==> config.mk <==
export PLATFORM = sky130hd
export DESIGN_NAME = intra_pred_gen_flat
export DESIGN_NICKNAME = d
export VERILOG_FILES = /design/src/rtl/intra_pred_gen_if.sv /design/src/rtl/intra_pred_gen.sv /design/src/flat_wrapper.sv
export SDC_FILE = /design/constraint.sdc
export NUM_CORES = 1
export LEC_CHECK = 0
export ABC_AREA = 1
export BUFFER_PORTS_ARGS = -buffer_cell sky130_fd_sc_hd__buf_4
export CAP_MARGIN = 20
export CORE_MARGIN = 1.5
export CORE_UTILIZATION = 53
export DETAILED_ROUTE_END_ITERATION = 10
export GPL_TIMING_DRIVEN = 0
export PLACE_DENSITY_LB_ADDON = 0.3
export SLEW_MARGIN = 20
export SYNTH_ARGS = -nofsm -noshare
export SYNTH_HDL_FRONTEND = slang
export SYNTH_SLANG_ARGS = --single-unit
==> constraint.sdc <==
create_clock -name clk -period 4.2 [get_ports clk]
set_clock_uncertainty 0.15 [all_clocks]
set_input_delay 0.84 -clock clk [delete_from_list [all_inputs] [get_ports clk]]
set_output_delay 0.84 -clock clk [all_outputs]
set_load 0.05 [all_outputs]
==> src/rtl/intra_pred_gen_if.sv <==
// Request/stream bundle for the intra predictor: block request with neighbour
// pixels on one side, predicted rows with a valid/ready handshake on the other.
interface intra_pred_gen_if;
    logic            start;
    logic [2:0]      mode;
    logic [7:0][7:0] top;
    logic [7:0][7:0] left;
    logic            top_avail;
    logic            left_avail;
    logic            busy;
    logic [63:0]     row_data;
    logic [2:0]      row_idx;
    logic            row_valid;
    logic            row_ready;
    logic            row_last;
    logic            err;

    modport master (
        output start, mode, top, left, top_avail, left_avail, row_ready,
        input  busy, row_data, row_idx, row_valid, row_last, err
    );

    modport slave (
        input  start, mode, top, left, top_avail, left_avail, row_ready,
        output busy, row_data, row_idx, row_valid, row_last, err
    );
endinterface

==> src/rtl/intra_pred_gen.sv <==
// 8x8 intra prediction generator: vertical, horizontal or DC prediction from
// captured neighbours, streamed out one row per handshake.
module intra_pred_gen #(
    parameter int MB_SIZE_L = 8,
    parameter int MB_SIZE_W = 8
) (
    input  logic             clk,
    input  logic             reset,
    intra_pred_gen_if.slave  bus
);

    localparam logic [1:0] ST_IDLE   = 2'd0;
    localparam logic [1:0] ST_ACC    = 2'd1;
    localparam logic [1:0] ST_STREAM = 2'd2;

    localparam logic [1:0] MODE_V  = 2'd0;
    localparam logic [1:0] MODE_H  = 2'd1;
    localparam logic [1:0] MODE_DC = 2'd2;

    localparam logic [2:0] LAST_ROW = 3'(MB_SIZE_L - 1);

    logic [1:0]      r_state;
    logic [1:0]      r_mode;
    logic [7:0][7:0] r_top;
    logic [7:0][7:0] r_left;
    logic            r_tavail;
    logic            r_lavail;
    logic [11:0]     r_sum_t;
    logic [11:0]     r_sum_l;
    logic [2:0]      r_cnt;
    logic [7:0]      r_dc;
    logic            r_busy;
    logic [63:0]     r_row_data;
    logic [2:0]      r_row_idx;
    logic            r_row_valid;
    logic            r_row_last;
    logic            r_err;

    logic            w_fallback;
    logic [1:0]      w_mode_eff;
    logic [11:0]     w_sum_t_nxt;
    logic [11:0]     w_sum_l_nxt;
    logic [7:0]      w_dc;
    logic [2:0]      w_idx_nxt;
    logic            w_hs;
    logic [63:0]     w_row_first;
    logic [63:0]     w_row_dc;
    logic [63:0]     w_row_next;

    function automatic logic [63:0] pred_row(
        input logic [1:0]      m,
        input logic [7:0][7:0] t,
        input logic [7:0][7:0] l,
        input logic [7:0]      dc,
        input logic [2:0]      r
    );
        logic [63:0] row;
        row = 64'd0;
        for (int c = 0; c < MB_SIZE_W; c++) begin
            case (m)
                MODE_V:  row[8*c +: 8] = t[c];
                MODE_H:  row[8*c +: 8] = l[r];
                default: row[8*c +: 8] = dc;
            endcase
        end
        return row;
    endfunction

    // Mode fallback decision and running-sum/row-address datapath
    always_comb begin
        w_fallback  = (bus.mode > 3'd2) ||
                      ((bus.mode == 3'd0) && !bus.top_avail) ||
                      ((bus.mode == 3'd1) && !bus.left_avail);
        w_mode_eff  = w_fallback ? MODE_DC : bus.mode[1:0];
        w_sum_t_nxt = r_sum_t + {4'd0, r_top[r_cnt]};
        w_sum_l_nxt = r_sum_l + {4'd0, r_left[r_cnt]};
        w_idx_nxt   = r_row_idx + 3'd1;
        w_hs        = r_row_valid && bus.row_ready;
    end

    // DC value from the final sums; both sums fit 12 bits so no carry is lost
    always_comb begin
        w_dc = 8'd128;
        case ({r_tavail, r_lavail})
            2'b11:   w_dc = 8'((w_sum_t_nxt + w_sum_l_nxt + 12'd8) >> 4);
            2'b10:   w_dc = 8'((w_sum_t_nxt + 12'd4) >> 3);
            2'b01:   w_dc = 8'((w_sum_l_nxt + 12'd4) >> 3);
            default: w_dc = 8'd128;
        endcase
    end

    // Candidate rows: first row straight from the inputs, DC row 0, next row
    always_comb begin
        w_row_first = pred_row(w_mode_eff, bus.top, bus.left, 8'd0, 3'd0);
        w_row_dc    = pred_row(MODE_DC, r_top, r_left, w_dc, 3'd0);
        w_row_next  = pred_row(r_mode, r_top, r_left, r_dc, w_idx_nxt);
    end

    // Control FSM with registered stream outputs
    always_ff @(posedge clk or negedge reset) begin
        if (!reset) begin
            r_state     <= ST_IDLE;
            r_mode      <= MODE_V;
            r_top       <= 64'd0;
            r_left      <= 64'd0;
            r_tavail    <= 1'b0;
            r_lavail    <= 1'b0;
            r_sum_t     <= 12'd0;
            r_sum_l     <= 12'd0;
            r_cnt       <= 3'd0;
            r_dc        <= 8'd0;
            r_busy      <= 1'b0;
            r_row_data  <= 64'd0;
            r_row_idx   <= 3'd0;
            r_row_valid <= 1'b0;
            r_row_last  <= 1'b0;
            r_err       <= 1'b0;
        end else begin
            case (r_state)
                ST_IDLE: begin
                    if (bus.start) begin
                        r_mode   <= w_mode_eff;
                        r_top    <= bus.top;
                        r_left   <= bus.left;
                        r_tavail <= bus.top_avail;
                        r_lavail <= bus.left_avail;
                        r_err    <= w_fallback;
                        r_busy   <= 1'b1;
                        r_sum_t  <= 12'd0;
                        r_sum_l  <= 12'd0;
                        r_cnt    <= 3'd0;
                        if (w_mode_eff == MODE_DC) begin
                            r_state <= ST_ACC;
                        end else begin
                            r_state     <= ST_STREAM;
                            r_row_valid <= 1'b1;
                            r_row_idx   <= 3'd0;
                            r_row_last  <= 1'b0;
                            r_row_data  <= w_row_first;
                        end
                    end
                end
                ST_ACC: begin
                    r_sum_t <= w_sum_t_nxt;
                    r_sum_l <= w_sum_l_nxt;
                    r_cnt   <= r_cnt + 3'd1;
                    if (r_cnt == LAST_ROW) begin
                        r_dc        <= w_dc;
                        r_state     <= ST_STREAM;
                        r_row_valid <= 1'b1;
                        r_row_idx   <= 3'd0;
                        r_row_last  <= 1'b0;
                        r_row_data  <= w_row_dc;
                    end
                end
                ST_STREAM: begin
                    if (w_hs) begin
                        if (r_row_idx == LAST_ROW) begin
                            r_state     <= ST_IDLE;
                            r_row_valid <= 1'b0;
                            r_row_last  <= 1'b0;
                            r_busy      <= 1'b0;
                        end else begin
                            r_row_idx  <= w_idx_nxt;
                            r_row_data <= w_row_next;
                            r_row_last <= (w_idx_nxt == LAST_ROW);
                        end
                    end
                end
                default: begin
                    r_state     <= ST_IDLE;
                    r_row_valid <= 1'b0;
                    r_busy      <= 1'b0;
                end
            endcase
        end
    end

    assign bus.busy      = r_busy;
    assign bus.row_data  = r_row_data;
    assign bus.row_idx   = r_row_idx;
    assign bus.row_valid = r_row_valid;
    assign bus.row_last  = r_row_last;
    assign bus.err       = r_err;

endmodule

==> src/flat_wrapper.sv <==
// flat-port wrapper written by rule: the top's interface ports become plain ports
module intra_pred_gen_flat 
#(
    parameter int MB_SIZE_L = 8,
    parameter int MB_SIZE_W = 8
)
  (clk, reset, bus_start, bus_mode, bus_top, bus_left, bus_top_avail, bus_left_avail, bus_row_ready, bus_busy, bus_row_data, bus_row_idx, bus_row_valid, bus_row_last, bus_err);
  intra_pred_gen_if bus_i ();
  input  logic clk;
  input  logic reset;
  input wire logic [$bits(bus_i.start)-1:0] bus_start;
  input wire logic [$bits(bus_i.mode)-1:0] bus_mode;
  input wire logic [$bits(bus_i.top)-1:0] bus_top;
  input wire logic [$bits(bus_i.left)-1:0] bus_left;
  input wire logic [$bits(bus_i.top_avail)-1:0] bus_top_avail;
  input wire logic [$bits(bus_i.left_avail)-1:0] bus_left_avail;
  input wire logic [$bits(bus_i.row_ready)-1:0] bus_row_ready;
  output wire logic [$bits(bus_i.busy)-1:0] bus_busy;
  output wire logic [$bits(bus_i.row_data)-1:0] bus_row_data;
  output wire logic [$bits(bus_i.row_idx)-1:0] bus_row_idx;
  output wire logic [$bits(bus_i.row_valid)-1:0] bus_row_valid;
  output wire logic [$bits(bus_i.row_last)-1:0] bus_row_last;
  output wire logic [$bits(bus_i.err)-1:0] bus_err;
  assign bus_i.start = bus_start;
  assign bus_i.mode = bus_mode;
  assign bus_i.top = bus_top;
  assign bus_i.left = bus_left;
  assign bus_i.top_avail = bus_top_avail;
  assign bus_i.left_avail = bus_left_avail;
  assign bus_i.row_ready = bus_row_ready;
  assign bus_busy = bus_i.busy;
  assign bus_row_data = bus_i.row_data;
  assign bus_row_idx = bus_i.row_idx;
  assign bus_row_valid = bus_i.row_valid;
  assign bus_row_last = bus_i.row_last;
  assign bus_err = bus_i.err;
  intra_pred_gen #(.MB_SIZE_L(MB_SIZE_L), .MB_SIZE_W(MB_SIZE_W)) u_core (.clk(clk), .reset(reset), .bus(bus_i));
endmodule
==> metrics.md <==
| Metric | Value |
|---|---|
| Status | `complete, but fails checks` |
| Failing checks | `setup timing` |
| Largest net degree at the start of global routing | `99` |
| # diodes | `0` |
| Worst Path Max Fanout | `10` |
| Fin nets | `roughly 2600` |
| Fin worst setup slack | `-0.699 ns` |
| Hold/Removal Path Class | `in2async` |
| Synth Area per Inst | `7.02 µm²` |
| Synth async-reset ratio | `1.00` |
| Register area | `roughly 6000 µm²` |
| Cell Area, Synth | `~15000 µm²` |
| Die extent in y | `about 170 µm` |
| I/O pins | `208` |
| Worst EP required | `~4.6 ns` |
| Top post-synthesis cells by count | `nand2_1, a21oi_1, dfrtp_1` |
| H-tree depth | `1` |
| Critical path type | `reg2reg` |
| FILL cells | `2259` |
| Cts hold-fix bufs | `0` |
| Vias in the first global route | `16200` |
| Share of cells above drive strength 1 | `0.258` |
| Fmax | `about 200 MHz` |
| Tightest Pin Transition | `about 1.3 ns` |
| Area leader, netlist | `dfrtp_1` |
| Cell variety after synth | `50` |
| DR vias/cell | `~6.0` |
| Clock sink count | `240` |
| Shortest period the worst path allows | `a little under 5 ns` |
| Final critical-path share of the clock period | `1.17` |
| Reg-to-reg startpoint | `u_core.r_cnt[0]` |
| CORE AREA | `27900 µm²` |
| Std-Cell Rows | `61` |
| Maximum clock path buffer count | `3` |
| Dpl hpwl | `~44000 µm` |
| Post-DP Area | `17200 µm²` |
| Final instance area | `roughly 20000 µm²` |
| Die Area | `about 29000 µm²` |
| Count of flip-flops with a built-in enable after synthesis | `0` |
| Starting Density | `0.541` |
| DR DRC count | `0` |
| Post-synth top flop | `dfrtp_1` |
| RSZ-0062 raised after global routing | `yes` |
| Final hold violation count | `0` |
| Grt total ovfl | `0` |
| ANT nets after route | `0` |
| Origin of the worst setup path | `u_core.r_cnt[0]` |
| Clk pin slew, worst setup/hold paths | `roughly 0.07 ns` |
| Placed Instances | `2734` |
| Clk Latency, worst-skew pair | `just under 0.6 ns` |
| Layout Cells excl Fill | `2849` |
| Initial antenna violation count | `1` |
| Top-area cell type share of the netlist area | `0.398` |
| Slew headroom | `0.151` |
| Crit path capture type | `flip-flop` |
| Slew Limit Fails | `0` |
| DRT Pass-1 Iters | `7` |
| Post-synthesis register bit count | `240` |
| CTS tree | `yes` |
| Area Growth Syn to Fin | `32.5%` |
| Post-synthesis sequential area ratio | `0.398` |
| Post-Syn Instances | `between 2000 and 2500` |
| WL final | `between 60000 and 70000 µm` |
| GP Congestion | `between 1 and 1.5` |
| DR iter-0 viols | `2189` |
| Chip width | `approximately 170 µm` |
| Tot GR Track Use | `0.410` |
| Via Count | `roughly 17000` |
| Root buffer cell | `clkbuf_16` |
| Max cap viols | `0` |
| CP Data Arrival Time | `between 5 and 6 ns` |
| Top cells by area, synth | `dfrtp_1, nand2_1, a21oi_1` |
| Most common cell in the netlist | `nand2_1` |
| Crit path launch type | `flip-flop` |
| Area of the multi-input gates | `8930 µm²` |
| Setup-failing EPs final | `73` |
| Syn nets | `2330` |
| Global-route wire length before repair | `around 90000 µm` |
| WL/cell | `roughly 22 µm` |
| Cts bufs inserted | `27` |
| # port buffers | `just over 200` |
| YS warnings | `0` |
-- flip-flops by register name, summed over array words and instances, names as in the netlist --
signal / flops
u_core.r_tavail: 1
u_core.r_cnt: 3
u_core.r_dc: 8
u_core.bus.row_valid: 1
u_core.bus.row_idx: 3
u_core.r_state: 2
u_core.r_sum_l: 12
u_core.bus.row_data: 64
u_core.r_mode: 2
u_core.r_lavail: 1
u_core.bus.err: 1
u_core.r_left: 64
u_core.bus.row_last: 1
u_core.r_sum_t: 12
u_core.r_top: 64
u_core.bus.busy: 1
-- through the flow --
stage	utilization	setup TNS [ns]	worst slack [ns]	hold slack [ns]
after floorplan	-	0	0.00554	0.299
after global placement	0.615	-99.74	-1.82	0.313
after detailed placement	0.618	-103.91	-1.87	0.316
after CTS	0.694	-20.85	-0.411	0.0387
after global routing	0.717	-48.61	-0.873	0.0560
final	0.717	-37.12	-0.699	0.0209
-- kinds of logic after synthesis --
| kind of cell | synth area share |
|---|---|
| DFF | 0.398 |
| adders and majority gates | 0.0392 |
| xor gates and xnor gates | 0.00465 |
| AOI/OAI and AO/OA | 0.204 |
| buffers and inverters | 0.0893 |
| and+or+nand+nor | 0.264 |
-- final timing paths --
| kind | end | slack [ns] | cells after the start |
|---|---|---|---|
| worst max register to register | u_core.bus.row_data[59] | -0.70 | 26 |
| max in group asynchronous | u_core.bus.row_data[58] | 2.64 | 3 |
| worst max-delay path | u_core.bus.row_data[59] | -0.70 | 26 |
| worst min-delay path | u_core.r_left[9] | 0.02 | 1 |
| worst min register to register | u_core.bus.row_data[16] | 0.32 | 2 |
| min in group clk | u_core.r_left[60] | 0.31 | 3 |
-- area by class of cell --
cell class | instances | share of cell area
inverter | 194 | 0.0368
clock buffer | 34 | 0.0362
sequential | 240 | 0.301
timing repair buffer | 275 | 0.109
tap | 378 | 0.0237
buffer | 113 | 0.0374
clock inverter | 15 | 0.00934
multi-input combinational | 1600 | 0.447
-- per-layer routing --
layer  track usage  wire (µm)
met1         0.535      23700
met2         0.641      27600
met3        0.0819       6790
met4         0.218       3840
met5             0         11
-- worst max-delay path, stage by stage (launching register included) --
cell and delay, ns:
dfrtp_1 0.39, buf_8 0.13, clkinvlp_4 0.14, buf_8 0.18, clkbuf_4 0.22, a21oi_1 0.14, o21ai_0 0.11, a31oi_1 0.22
ha_2 0.24, inv_2 0.05, fa_2 0.39, inv_2 0.09, nand3_2 0.09, nand2_2 0.10, buf_4 0.12, nand2_2 0.06
nand2_2 0.10, ha_4 0.21, ha_4 0.32, nand4_1 0.18, o221ai_2 0.30, nor2_2 0.10, o22ai_4 0.24, nand3_4 0.20
nand2_2 0.13, nand2_2 0.06, o21ai_2 0.14
-- cell usage in the layout, fill, tap and decap left out, types with 12 or more instances in the layout --
cell type	count
clkbuf_1	62
o22ai_1	18
clkbuf_8	15
clkbuf_16	28
dfrtp_1	240
buf_2	14
inv_2	15
nor2_1	139
a21oi_1	246
o21ai_1	29
nand3_1	66
nand2_2	89
nand2_1	587
buf_4	266
o21ai_0	184
nand4_1	14
ha_1	21
nand3_2	23
o211ai_1	28
nand3_4	12
nor2_2	12
ha_4	19
o21ai_2	21
inv_1	175
-- timing repair --
| item | CTS | global route |
|---|---|---|
| pin swaps | 75 | 78 |
| buffers inserted | 50 | 14 |
| endpoints found under the setup margin | 72 | 73 |
| gates cloned | 2 | 0 |
| resized for setup | 206 | 133 |
Power is left out: the tool's default activity adds up to more than one toggle a clock period on the data nets, which glitch-free logic cannot reach.
